$ cat src/rtl/led_ctrl_pkg.sv
// Shared constants and helpers for the LED controller: channel modes,
// phase/PWM widths, the breathe duty triangle and the per-channel mode mux.
package led_ctrl_pkg;

  localparam int PHASE_BITS = 8;
  localparam int PWM_BITS   = 7;

  typedef enum logic [1:0] {
    LED_MODE_OFF     = 2'd0,
    LED_MODE_ON      = 2'd1,
    LED_MODE_BLINK   = 2'd2,
    LED_MODE_BREATHE = 2'd3
  } led_mode_e;

  // Triangle over one phase period: ramps up in the first half, down in the second.
  function automatic logic [PWM_BITS-1:0] breathe_duty(input logic [PHASE_BITS-1:0] ph);
    return ph[PHASE_BITS-1] ? ~ph[PWM_BITS-1:0] : ph[PWM_BITS-1:0];
  endfunction

  function automatic logic chan_sel(input logic [1:0] m, input logic blink,
                                    input logic breathe);
    logic o;
    o = 1'b0;
    case (led_mode_e'(m))
      LED_MODE_OFF:     o = 1'b0;
      LED_MODE_ON:      o = 1'b1;
      LED_MODE_BLINK:   o = blink;
      LED_MODE_BREATHE: o = breathe;
      default:          o = 1'b0;
    endcase
    return o;
  endfunction

endpackage

$ cat src/rtl/button_debounce.sv
// Two-flop synchroniser plus tick-based debouncer for the push-button.
// Outputs the accepted (stable) level and a one-cycle pulse on its rising edge.
module button_debounce #(
  parameter int DEBOUNCE_TICKS = 8
) (
  input  logic clk,
  input  logic reset_n,
  input  logic tick,
  input  logic button,
  output logic level,
  output logic rise
);

  localparam int CW = $clog2(DEBOUNCE_TICKS + 1);
  localparam logic [CW-1:0] LAST = CW'(DEBOUNCE_TICKS - 1);

  logic [1:0]    sync;
  logic [CW-1:0] cnt;
  logic          level_d;

  always_ff @(posedge clk or negedge reset_n) begin
    if (!reset_n) begin
      sync    <= '0;
      cnt     <= '0;
      level   <= 1'b0;
      level_d <= 1'b0;
    end else begin
      sync    <= {sync[0], button};
      level_d <= level;
      if (sync[1] == level) begin
        cnt <= '0;
      end else if (tick) begin
        // The tick that would reach DEBOUNCE_TICKS flips the level instead of counting.
        if (cnt == LAST) begin
          level <= ~level;
          cnt   <= '0;
        end else begin
          cnt <= cnt + 1'b1;
        end
      end
    end
  end

  assign rise = level & ~level_d;

endmodule

$ cat src/rtl/led_ctrl.sv
// Multi-channel LED controller: shared prescaler/phase, per-channel mode mux,
// debounced button toggling a global inversion. Breathe PWM via LED_CTRL_BREATHE_EN.
module led_ctrl
  import led_ctrl_pkg::*;
#(
  parameter int NR_LEDS        = 4,
  parameter int PRESCALE_BITS  = 16,
  parameter int DEBOUNCE_TICKS = 8
) (
  input  logic                   clk,
  input  logic                   reset_n,
  input  logic [2*NR_LEDS-1:0]   mode,
  input  logic                   button,
  output logic                   button_pressed,
  output logic [NR_LEDS-1:0]     leds
);

  logic [PRESCALE_BITS-1:0] presc;
  logic                     tick;
  logic [PHASE_BITS-1:0]    phase;
  logic                     blink_out;
  logic                     breathe_out;
  logic                     invert;
  logic                     btn_level;
  logic                     btn_rise;
  logic                     press;
  logic [NR_LEDS-1:0]       chan_out;

  assign tick = &presc;

  always_ff @(posedge clk or negedge reset_n) begin
    if (!reset_n) begin
      presc <= '0;
      phase <= '0;
    end else begin
      presc <= presc + 1'b1;
      if (tick) phase <= phase + 1'b1;
    end
  end

  assign blink_out = phase[PHASE_BITS-1];

`ifdef LED_CTRL_BREATHE_EN
  logic [PWM_BITS-1:0] pwm_cnt;
  logic [PWM_BITS-1:0] duty;

  always_ff @(posedge clk or negedge reset_n) begin
    if (!reset_n) pwm_cnt <= '0;
    else          pwm_cnt <= pwm_cnt + 1'b1;
  end

  assign duty        = breathe_duty(phase);
  assign breathe_out = pwm_cnt < duty;
`else
  // Without the PWM, breathe degrades to blink.
  assign breathe_out = blink_out;
`endif

  for (genvar i = 0; i < NR_LEDS; i++) begin : g_chan
    assign chan_out[i] = chan_sel(mode[2*i +: 2], blink_out, breathe_out);
  end

  button_debounce #(
    .DEBOUNCE_TICKS(DEBOUNCE_TICKS)
  ) u_btn (
    .clk     (clk),
    .reset_n (reset_n),
    .tick    (tick),
    .button  (button),
    .level   (btn_level),
    .rise    (btn_rise)
  );

  assign press = btn_rise & btn_level;

  // invert flips on the pulse edge; leds pick up the new value one cycle later.
  always_ff @(posedge clk or negedge reset_n) begin
    if (!reset_n) begin
      button_pressed <= 1'b0;
      invert         <= 1'b0;
      leds           <= '0;
    end else begin
      button_pressed <= press;
      invert         <= invert ^ press;
      leds           <= chan_out ^ {NR_LEDS{invert}};
    end
  end

endmodule

$ cat config.mk
export PLATFORM = sky130hd
export DESIGN_NAME = led_ctrl
export DESIGN_NICKNAME = d
export VERILOG_FILES = /design/src/rtl/led_ctrl_pkg.sv /design/src/rtl/button_debounce.sv /design/src/rtl/led_ctrl.sv
export SDC_FILE = /design/constraint.sdc
export NUM_CORES = 1
export LEC_CHECK = 0
export CORE_MARGIN = 2
export CORE_UTILIZATION = 34
export DETAILED_ROUTE_END_ITERATION = 7
export PLACE_DENSITY = 0.56
export SLEW_MARGIN = 10
export SYNTH_ARGS = -nofsm -noshare
export SYNTH_HDL_FRONTEND = slang
export SYNTH_HIERARCHICAL = 1
export SYNTH_SLANG_ARGS = --single-unit
$ cat constraint.sdc
create_clock -name clk -period 4.1 [get_ports clk]
set_input_delay 0.615 -clock clk [delete_from_list [all_inputs] [get_ports clk]]
set_output_delay 0.615 -clock clk [all_outputs]
set_load 0.02 [all_outputs]
After elaboration in Yosys (flattened, before gate mapping)
Cells that the tools add are included.

operators by class
  $add $sub $neg = 3
  multipliers = 0
  divide/modulo/power cells = 0
  magnitude comparators = 0
  equality and inequality tests = 14
  shift operators = 0
  mux-type cells = 7
  bitwise operators = 7
  reductions and logical operators = 11

operator list
  kind                                                 count
  AND reduction 18 bit                                 1
  adder 16 x 1 -> 16 bit, second input constant        1
  equality test 2 bit, second input constant           8
  AND reduction 16 bit                                 1
  2-to-1 mux 4 bit                                     3
  one-hot mux 1 bit (3 select lines)                   4
  adder 8 x 1 -> 8 bit, second input constant          1
  equality test 2 x 1 -> 1 bit, second input constant  4
  zero test 2 bit                                      4
  OR reduction 2 bit                                   4
  adder 4 x 1 -> 4 bit, second input constant          1
  equality test 4 x 3 -> 1 bit, second input constant  1
  bitwise XOR 4 bit                                    1
  NOT 1 bit                                            3
  bitwise AND 1 bit                                    2
  nonzero test 2 bit                                   1
  equality test 1 bit                                  1
  bitwise XOR 1 bit                                    1

word-level totals
  bits in registers = 38
  bits in latches = 0
  memory bits (writable) = 0
  memory bits (read-only) = 0
  input bits = 11
  output and inout port bits = 5
  logic and storage cells = 51
  memories kept = 0

Depth between registers and ports, before layout
Gate-level depths: netlist of the first run.

  word-level depth = 4
  depth in mapped cells = 6
  mapped depth without buffers = 6

Modules after synthesis
Netlist of the first run, hierarchy kept.

by module, submodules not included
  module           instances  cells each  area each (sq um)  seq. area each (sq um)
  led_ctrl         1          107         1308.8             750.7
  button_debounce  1          26          329.1              200.2

Worst setup path after synthesis of the first run
Ideal clock, no wire load.

  path kind = reg2reg
  from = reg presc[0]
  to = reg u_btn.cnt[3]
  library setup time = 0.073 ns
  arrival = 1.911 ns
  data required time = 4.027 ns
  slack = 2.116 ns
  cell stages (with the launch flop) = 7
  path buffers = 0
  clock period less this slack = 1.984 ns
  path through = dfrtp_1 -> ha_1 -> nand4_2 -> nor4_1 -> nand4_1 -> or3_1 -> a21oi_2

on the way
  longest elaborated chain between the ends = 2

RTL lines
  item                                 line                   source
  start, declared                      led_ctrl.sv:18         logic [PRESCALE_BITS-1:0] presc;
  start signal, assigned               led_ctrl.sv:36         presc <= presc + 1'b1;
  AND reduction 16 bit                 led_ctrl.sv:29         assign tick = &presc;
  via tick                             led_ctrl.sv:19         logic tick;
  nonzero test 2 bit (no source line)  --
  end signal, assigned                 button_debounce.sv:38  cnt <= cnt + 1'b1;
  end, declared                        button_debounce.sv:18  logic [CW-1:0] cnt;

The timed path passes the listed nets, and every way through them passes these cells.
A chain may end at the register's enable or synchronous reset.

Final worst setup path of the first run
Ends and elaborated chain as after synthesis.

==> results.sh, run 1 <==
export IMPL_cp_arrival_ns=2.48
export IMPL_setup_tns_ns=0
export IMPL_slew_viol_final=0
export IMPL_drt_iter0_drc=16
export IMPL_yosysWarnings=6
export IMPL_synth_top_area_share=0.581
export IMPL_ys_ff_latch=38
export IMPL_cts_inserted_buffers=5
export IMPL_finish_utilization=0.413
export IMPL_fin_ws_ns=1.84
export IMPL_seq_area_frac_synth=0.581
export IMPL_route_detailed_drc=0
export IMPL_port_buffers=15
export IMPL_synth_compound_area_frac=0.00840
export IMPL_crit_fanout=6
export IMPL_peakVddDrop_mv=0.155
export IMPL_mostFrequentLayoutCell="dfrtp_1"
export IMPL_hold_buffers=0
export IMPL_synth_xor_area_frac=0.150
export IMPL_io_pins=16
export IMPL_tightestPinTransition_ns=0.863
export IMPL_dp_cells=202
export IMPL_rows=25
export IMPL_nNetsFinal=169
export IMPL_yosys_area_top_type="dfrtp_1"
export IMPL_worstHoldPathType="flip-flop to flip-flop"
export IMPL_synthMuxAreaShare=0.0443
export IMPL_drive_above_1_share=0.103
export IMPL_multi_input_area_sq_um=668
export IMPL_antenna_found_initial=0
export IMPL_hold_depth=0
export IMPL_cts_root_buf="clkbuf_8"
export IMPL_setup_viol=0
export IMPL_fin_crit_sh=0.551
export IMPL_grt_start_max_net_pins=39
export IMPL_clock_sinks=38
export IMPL_ys_top_cells_by_area="dfrtp_1, xnor2_1, xor2_1, mux2i_1, nand3_1"
export IMPL_dr_pass1_iters=4
export IMPL_start_kind="flip-flop"
export IMPL_reg2reg_depth=6
export IMPL_cts_setup_buffers=0
export IMPL_rsz0062_at_grt="no"
export IMPL_power_density_nw_per_um2=332
export IMPL_critPathCaptureType="flip-flop"
export IMPL_yosysUniqueCellTypes=28
export IMPL_r2r_end="u_btn/cnt[3]$_DFFE_PN0P_"
export IMPL_gp_routability_congestion=0.722
export IMPL_hold_viol_final=0
export IMPL_r2r_setup_slack_ns=1.84
export IMPL_start_util=0.349
export IMPL_grt_first_pass_wirelength_um=4750
export IMPL_die_x_um=73.4
export IMPL_n_fill_cell=452
export IMPL_post_drt_wl_per_cell_um=12.9
export IMPL_yosys_area_share_simple=0.183
export IMPL_core_sq_um=4690
export IMPL_clk_pin_slew_ns=0.07
export IMPL_max_slew_margin=0.419
export IMPL_fmax_mhz=443
export IMPL_synth_nets=147
export IMPL_grt_pass1_vias=1110
export IMPL_period_needed_ns=2.26
export IMPL_critPathCapture="u_btn/cnt[3]$_DFFE_PN0P_"
export IMPL_syn_to_final_growth_pct=18.3
export IMPL_cp_required_ns=4.32
export IMPL_detail_route_antenna_nets=0
export IMPL_r2r_start="presc[0]$_DFF_PN0_"
export IMPL_stdcell_count=209
export IMPL_synth_fa_ha_area_frac=0.0229
export IMPL_seqCellArea_sq_um=951
export IMPL_outcome="complete, no violations"
export IMPL_maxCapViolCount=0
export IMPL_track_usage=0.117
export IMPL_clk_path_buf_depth=2
export IMPL_synth_cells=133
export IMPL_dp_hpwl_um=1880
export IMPL_insertion_delay_ns=0.28
export IMPL_setup_worst_path_class="flip-flop to flip-flop"
export IMPL_diodes=0
export IMPL_cts_tree="yes"
export IMPL_post_cts_resized=0
export IMPL_synth_top_family_by_area="simple AND/OR/NAND/NOR gates"
export IMPL_postSynthAreaPerCell_sq_um=12.3
export IMPL_syn_cell_area_sq_um=1640
export IMPL_p_leak_uw=0.000939
export IMPL_finalWirelength_um=2710
export IMPL_p_total_uw=644
export IMPL_final_cell_mix="dfrtp_1, xnor2_1, clkdlybuf4s50_1"
export IMPL_viasPerCell=4.92
export IMPL_finalClockSkew_ns=0.00653
export IMPL_dp_slack_ns=1.82
export IMPL_startpoint="presc[0]$_DFF_PN0_"
export IMPL_overflow=0
export IMPL_dieArea_sq_um=5390
export IMPL_htree_levels=2
export IMPL_dr_total_vias=1028
export IMPL_fp_dieH_um=73.4
Yosys cell counts:
master     n
a21oi_1    1
a21oi_2    1
and2_1     1
and3_1     5
and4_1     1
clkbuf_1   1
dfrtp_1   38
ha_1       3
inv_1      4
mux2_2     2
mux2i_1    5
nand2_1    7
nand2b_1   1
nand3_1   10
nand3_2    1
nand3b_1   2
nand4_1    2
nand4_2    2
nand4b_1   1
nor2_1     6
nor2b_1    1
nor3_1     3
nor4_1     4
nor4_2     1
or3_1      1
or4_4      1
xnor2_1   15
xor2_1    13
where the power goes:
group / total [uW] / leakage, uW / internal, uW / switching [uW]
clock: 237 / 0.0000438 / 114 / 123
sequential: 379 / 0.000508 / 378 / 0.868
combinational: 29.0 / 0.000388 / 15.2 / 13.8
state kept, by name, summed over array words and instances (netlist names):
signal / count
phase: 8
u_btn/level_d: 1
presc: 16
u_btn/level: 1
u_btn/sync: 2
u_btn/cnt: 4
invert: 1
leds: 4
button_pressed: 1
final cells by class:
cell class	count	share of cell area
flip-flops and latches	38	0.491
multi-input cells	90	0.345
repair buffers	16	0.0813
clock buffers	5	0.0355
well taps	54	0.0349
inverters	4	0.00775
clock inverters	2	0.00516
kinds of logic (layout without fill, tap and decap cells):
kind of cell,after synthesis,count (layout)
simple gates,50,50
mux,7,7
flops,38,38
fa+ha+maj,3,3
compound gates,2,2
xor+xnor,28,28
buf+inv,5,27
layer usage:
metal  wire length, um  global-route usage  vias up
met1              1180               0.128      492
met4                64              0.0606        0
met2              1300               0.196       29
li1                  -                   -      498
met5                 0                   0        -
met3               164              0.0453        9
worst min-delay path by stage:
stage | startpoint | end
detailed placement | u_btn/sync[0]$_DFF_PN0_ | u_btn/sync[1]$_DFF_PN0_
global placement | u_btn/sync[0]$_DFF_PN0_ | u_btn/sync[1]$_DFF_PN0_
global route | u_btn/sync[0]$_DFF_PN0_ | u_btn/sync[1]$_DFF_PN0_
finish | u_btn/sync[0]$_DFF_PN0_ | u_btn/sync[1]$_DFF_PN0_
floorplan | reset_n | button_pressed$_DFF_PN0_
CTS | u_btn/sync[0]$_DFF_PN0_ | u_btn/sync[1]$_DFF_PN0_
through the flow:
stage / instance area, sq um / hold WS (ns)
after floorplan: 1640 / 0.319
after global placement: 1860 / 0.334
after detailed placement: 1860 / 0.337
after CTS: 1940 / 0.353
after global routing: 1940 / 0.371
final: 1940 / 0.350
critical path, stage by stage (launching register included):
cell	delay [ns]
dfrtp_1	0.39
ha_1	0.24
nand4_2	0.20
nor4_1	0.70
nand4_1	0.19
or3_1	0.36
a21oi_2	0.12
No activity file was read; power rests on OpenSTA's default activity.
==> run 2, diff against run 1 <==
==> constraint.sdc (replaced) <==
create_clock -name clk -period 2.33 [get_ports clk]
set_input_delay 0.3495 -clock clk [delete_from_list [all_inputs] [get_ports clk]]
set_output_delay 0.3495 -clock clk [all_outputs]
set_load 0.02 [all_outputs]
==> run 2 against run 1 <==
Effect of this change:
- total power increased by 83%
- largest power group unchanged
- setup slack worse by 1.4 ns
- clock power increased by 94%
==> results.sh, run 2 (synthesis gave the netlist of run 1 again) <==
export IMPL_core_sq_um=4690
export IMPL_maxCapViolCount=0
export IMPL_route_detailed_drc=0
export IMPL_fp_dieH_um=73.4
export IMPL_start_util=0.349
export IMPL_post_cts_resized=0
export IMPL_largest_reg_flops=16
export IMPL_grt_pass1_vias=1067
export IMPL_overflow=0
export IMPL_clock_sinks=38
export IMPL_clk_pin_slew_ns=0.07
export IMPL_regMostFlops="presc"
export IMPL_setup_worst_path_class="flip-flop to flip-flop"
export IMPL_cp_arrival_ns=2.07
export IMPL_diodes=0
export IMPL_holdCritStartpoint="u_btn/sync[0]$_DFF_PN0_"
export IMPL_outcome="complete, no violations"
export IMPL_p_leak_uw=0.000949
export IMPL_p_total_uw=1180
export IMPL_setup_viol=0
export IMPL_track_usage=0.119
export IMPL_worstHoldPathType="flip-flop to flip-flop"
export IMPL_detail_route_antenna_nets=0
export IMPL_cp_required_ns=2.54
export IMPL_finalWirelength_um=2730
export IMPL_dr_pass1_iters=4
export IMPL_port_buffers=15
export IMPL_slew_viol_final=0
export IMPL_syn_to_final_growth_pct=19.6
export IMPL_mostFrequentLayoutCell="dfrtp_1"
export IMPL_io_pins=16
export IMPL_drt_iter0_drc=52
export IMPL_max_slew_margin=0.608
export IMPL_antenna_found_initial=0
export IMPL_peakVddDrop_mv=0.305
export IMPL_cts_inserted_buffers=5
export IMPL_cts_setup_buffers=0
export IMPL_gp_routability_congestion=0.716
export IMPL_htree_levels=2
export IMPL_rsz0062_at_grt="no"
export IMPL_r2r_start="presc[0]$_DFF_PN0_"
export IMPL_grt_start_max_net_pins=39
export IMPL_crit_fanout=6
export IMPL_reg_top3="presc x16, phase x8"
export IMPL_rows=25
export IMPL_grt_first_pass_wirelength_um=4770
export IMPL_period_needed_ns=1.86
export IMPL_cts_tree="yes"
export IMPL_post_drt_wl_per_cell_um=12.9
export IMPL_startpoint="presc[0]$_DFF_PN0_"
export IMPL_start_kind="flip-flop"
export IMPL_insertion_delay_ns=0.28
export IMPL_crit_slowest_cell="or4_4"
export IMPL_dp_hpwl_um=1910
export IMPL_final_cell_mix="dfrtp_1, xnor2_1, clkdlybuf4s50_1"
export IMPL_nNetsFinal=170
export IMPL_dieArea_sq_um=5390
export IMPL_drive_above_1_share=0.108
export IMPL_hold_viol_final=0
export IMPL_crit_chain="ha_1 > nand4_2 > or4_4 > nor4_2 > xor2_1"
export IMPL_cts_root_buf="clkbuf_8"
export IMPL_hold_buffers=0
export IMPL_tightestPinTransition_ns=0.583
export IMPL_slowest_delay_ns=0.48
export IMPL_die_x_um=73.4
export IMPL_finalClockSkew_ns=0.00787
export IMPL_clk_path_buf_depth=2
export IMPL_critPathTopFamily="simple AND/OR/NAND/NOR gates"
export IMPL_critPathCaptureType="flip-flop"
export IMPL_setup_tns_ns=0
export IMPL_power_density_nw_per_um2=601
export IMPL_fin_crit_sh=0.799
export IMPL_viasPerCell=4.87
export IMPL_fmax_mhz=537
export IMPL_critical_path_buf_inv_count=0
export IMPL_dr_total_vias=1028
run 2: cell types whose count changed in the layout (fill, tap and decap cells not counted), sizes merged:
cell    change
clkbuf      +2
buf         +1
clkinv      -1
run 2: final timing paths:
path | slack [ns] | cells past startpoint | end
max | 0.47 | 5 | phase[7]$_DFFE_PN0P_
min | 0.35 | 0 | u_btn/sync[1]$_DFF_PN0_
max reg2reg | 0.47 | 5 | phase[7]$_DFFE_PN0P_
min reg2reg | 0.35 | 0 | u_btn/sync[1]$_DFF_PN0_
max in group asynchronous | 1.50 | 2 | phase[3]$_DFFE_PN0P_
min in group asynchronous | 0.49 | 2 | button_pressed$_DFF_PN0_
run 2: cell type report:
type                            count  area (sq um)
Timing Repair Buffer               17           165
Inverter                            4          15.0
Multi-Input combinational cell     90           668
Sequential cell                    38           951
Tap cell                           54          67.6
Fill cell                         443          2730
Clock inverter                      1          5.00
Clock buffer                        7          86.3
run 2: worst reg2reg max path: stages, from the launching register on:
cell	delay [ns]
dfrtp_1	0.39
ha_1	0.24
nand4_2	0.20
or4_4	0.48
nor4_2	0.32
xor2_1	0.16
run 2: metal layers:
metal | GRT usage | wire length (um) | vias to the layer above
li1 | - | - | 501
met1 | 0.143 | 1270 | 500
met2 | 0.188 | 1250 | 22
met3 | 0.0466 | 155 | 5
met4 | 0.0566 | 56 | 0
met5 | 0 | 0 | -
run 2: stage by stage:
stage	cell area, sq um	cells	worst slack [ns]	util	hold WS (ns)
after floorplan	1640	133	0.346	-	0.0539
after global placement	1870	203	0.528	0.398	0.333
after detailed placement	1870	203	0.478	0.398	0.342
after CTS	1960	211	0.462	0.417	0.353
after global routing	1960	211	0.308	0.417	0.352
final	1960	211	0.469	0.417	0.354
run 2: power by group:
group          internal (uW)  switching, uW  leakage, uW  total, uW
logic                   26.7           24.4     0.000393       51.1
registers                664           1.62     0.000508        666
clock network            239            221    0.0000482        460
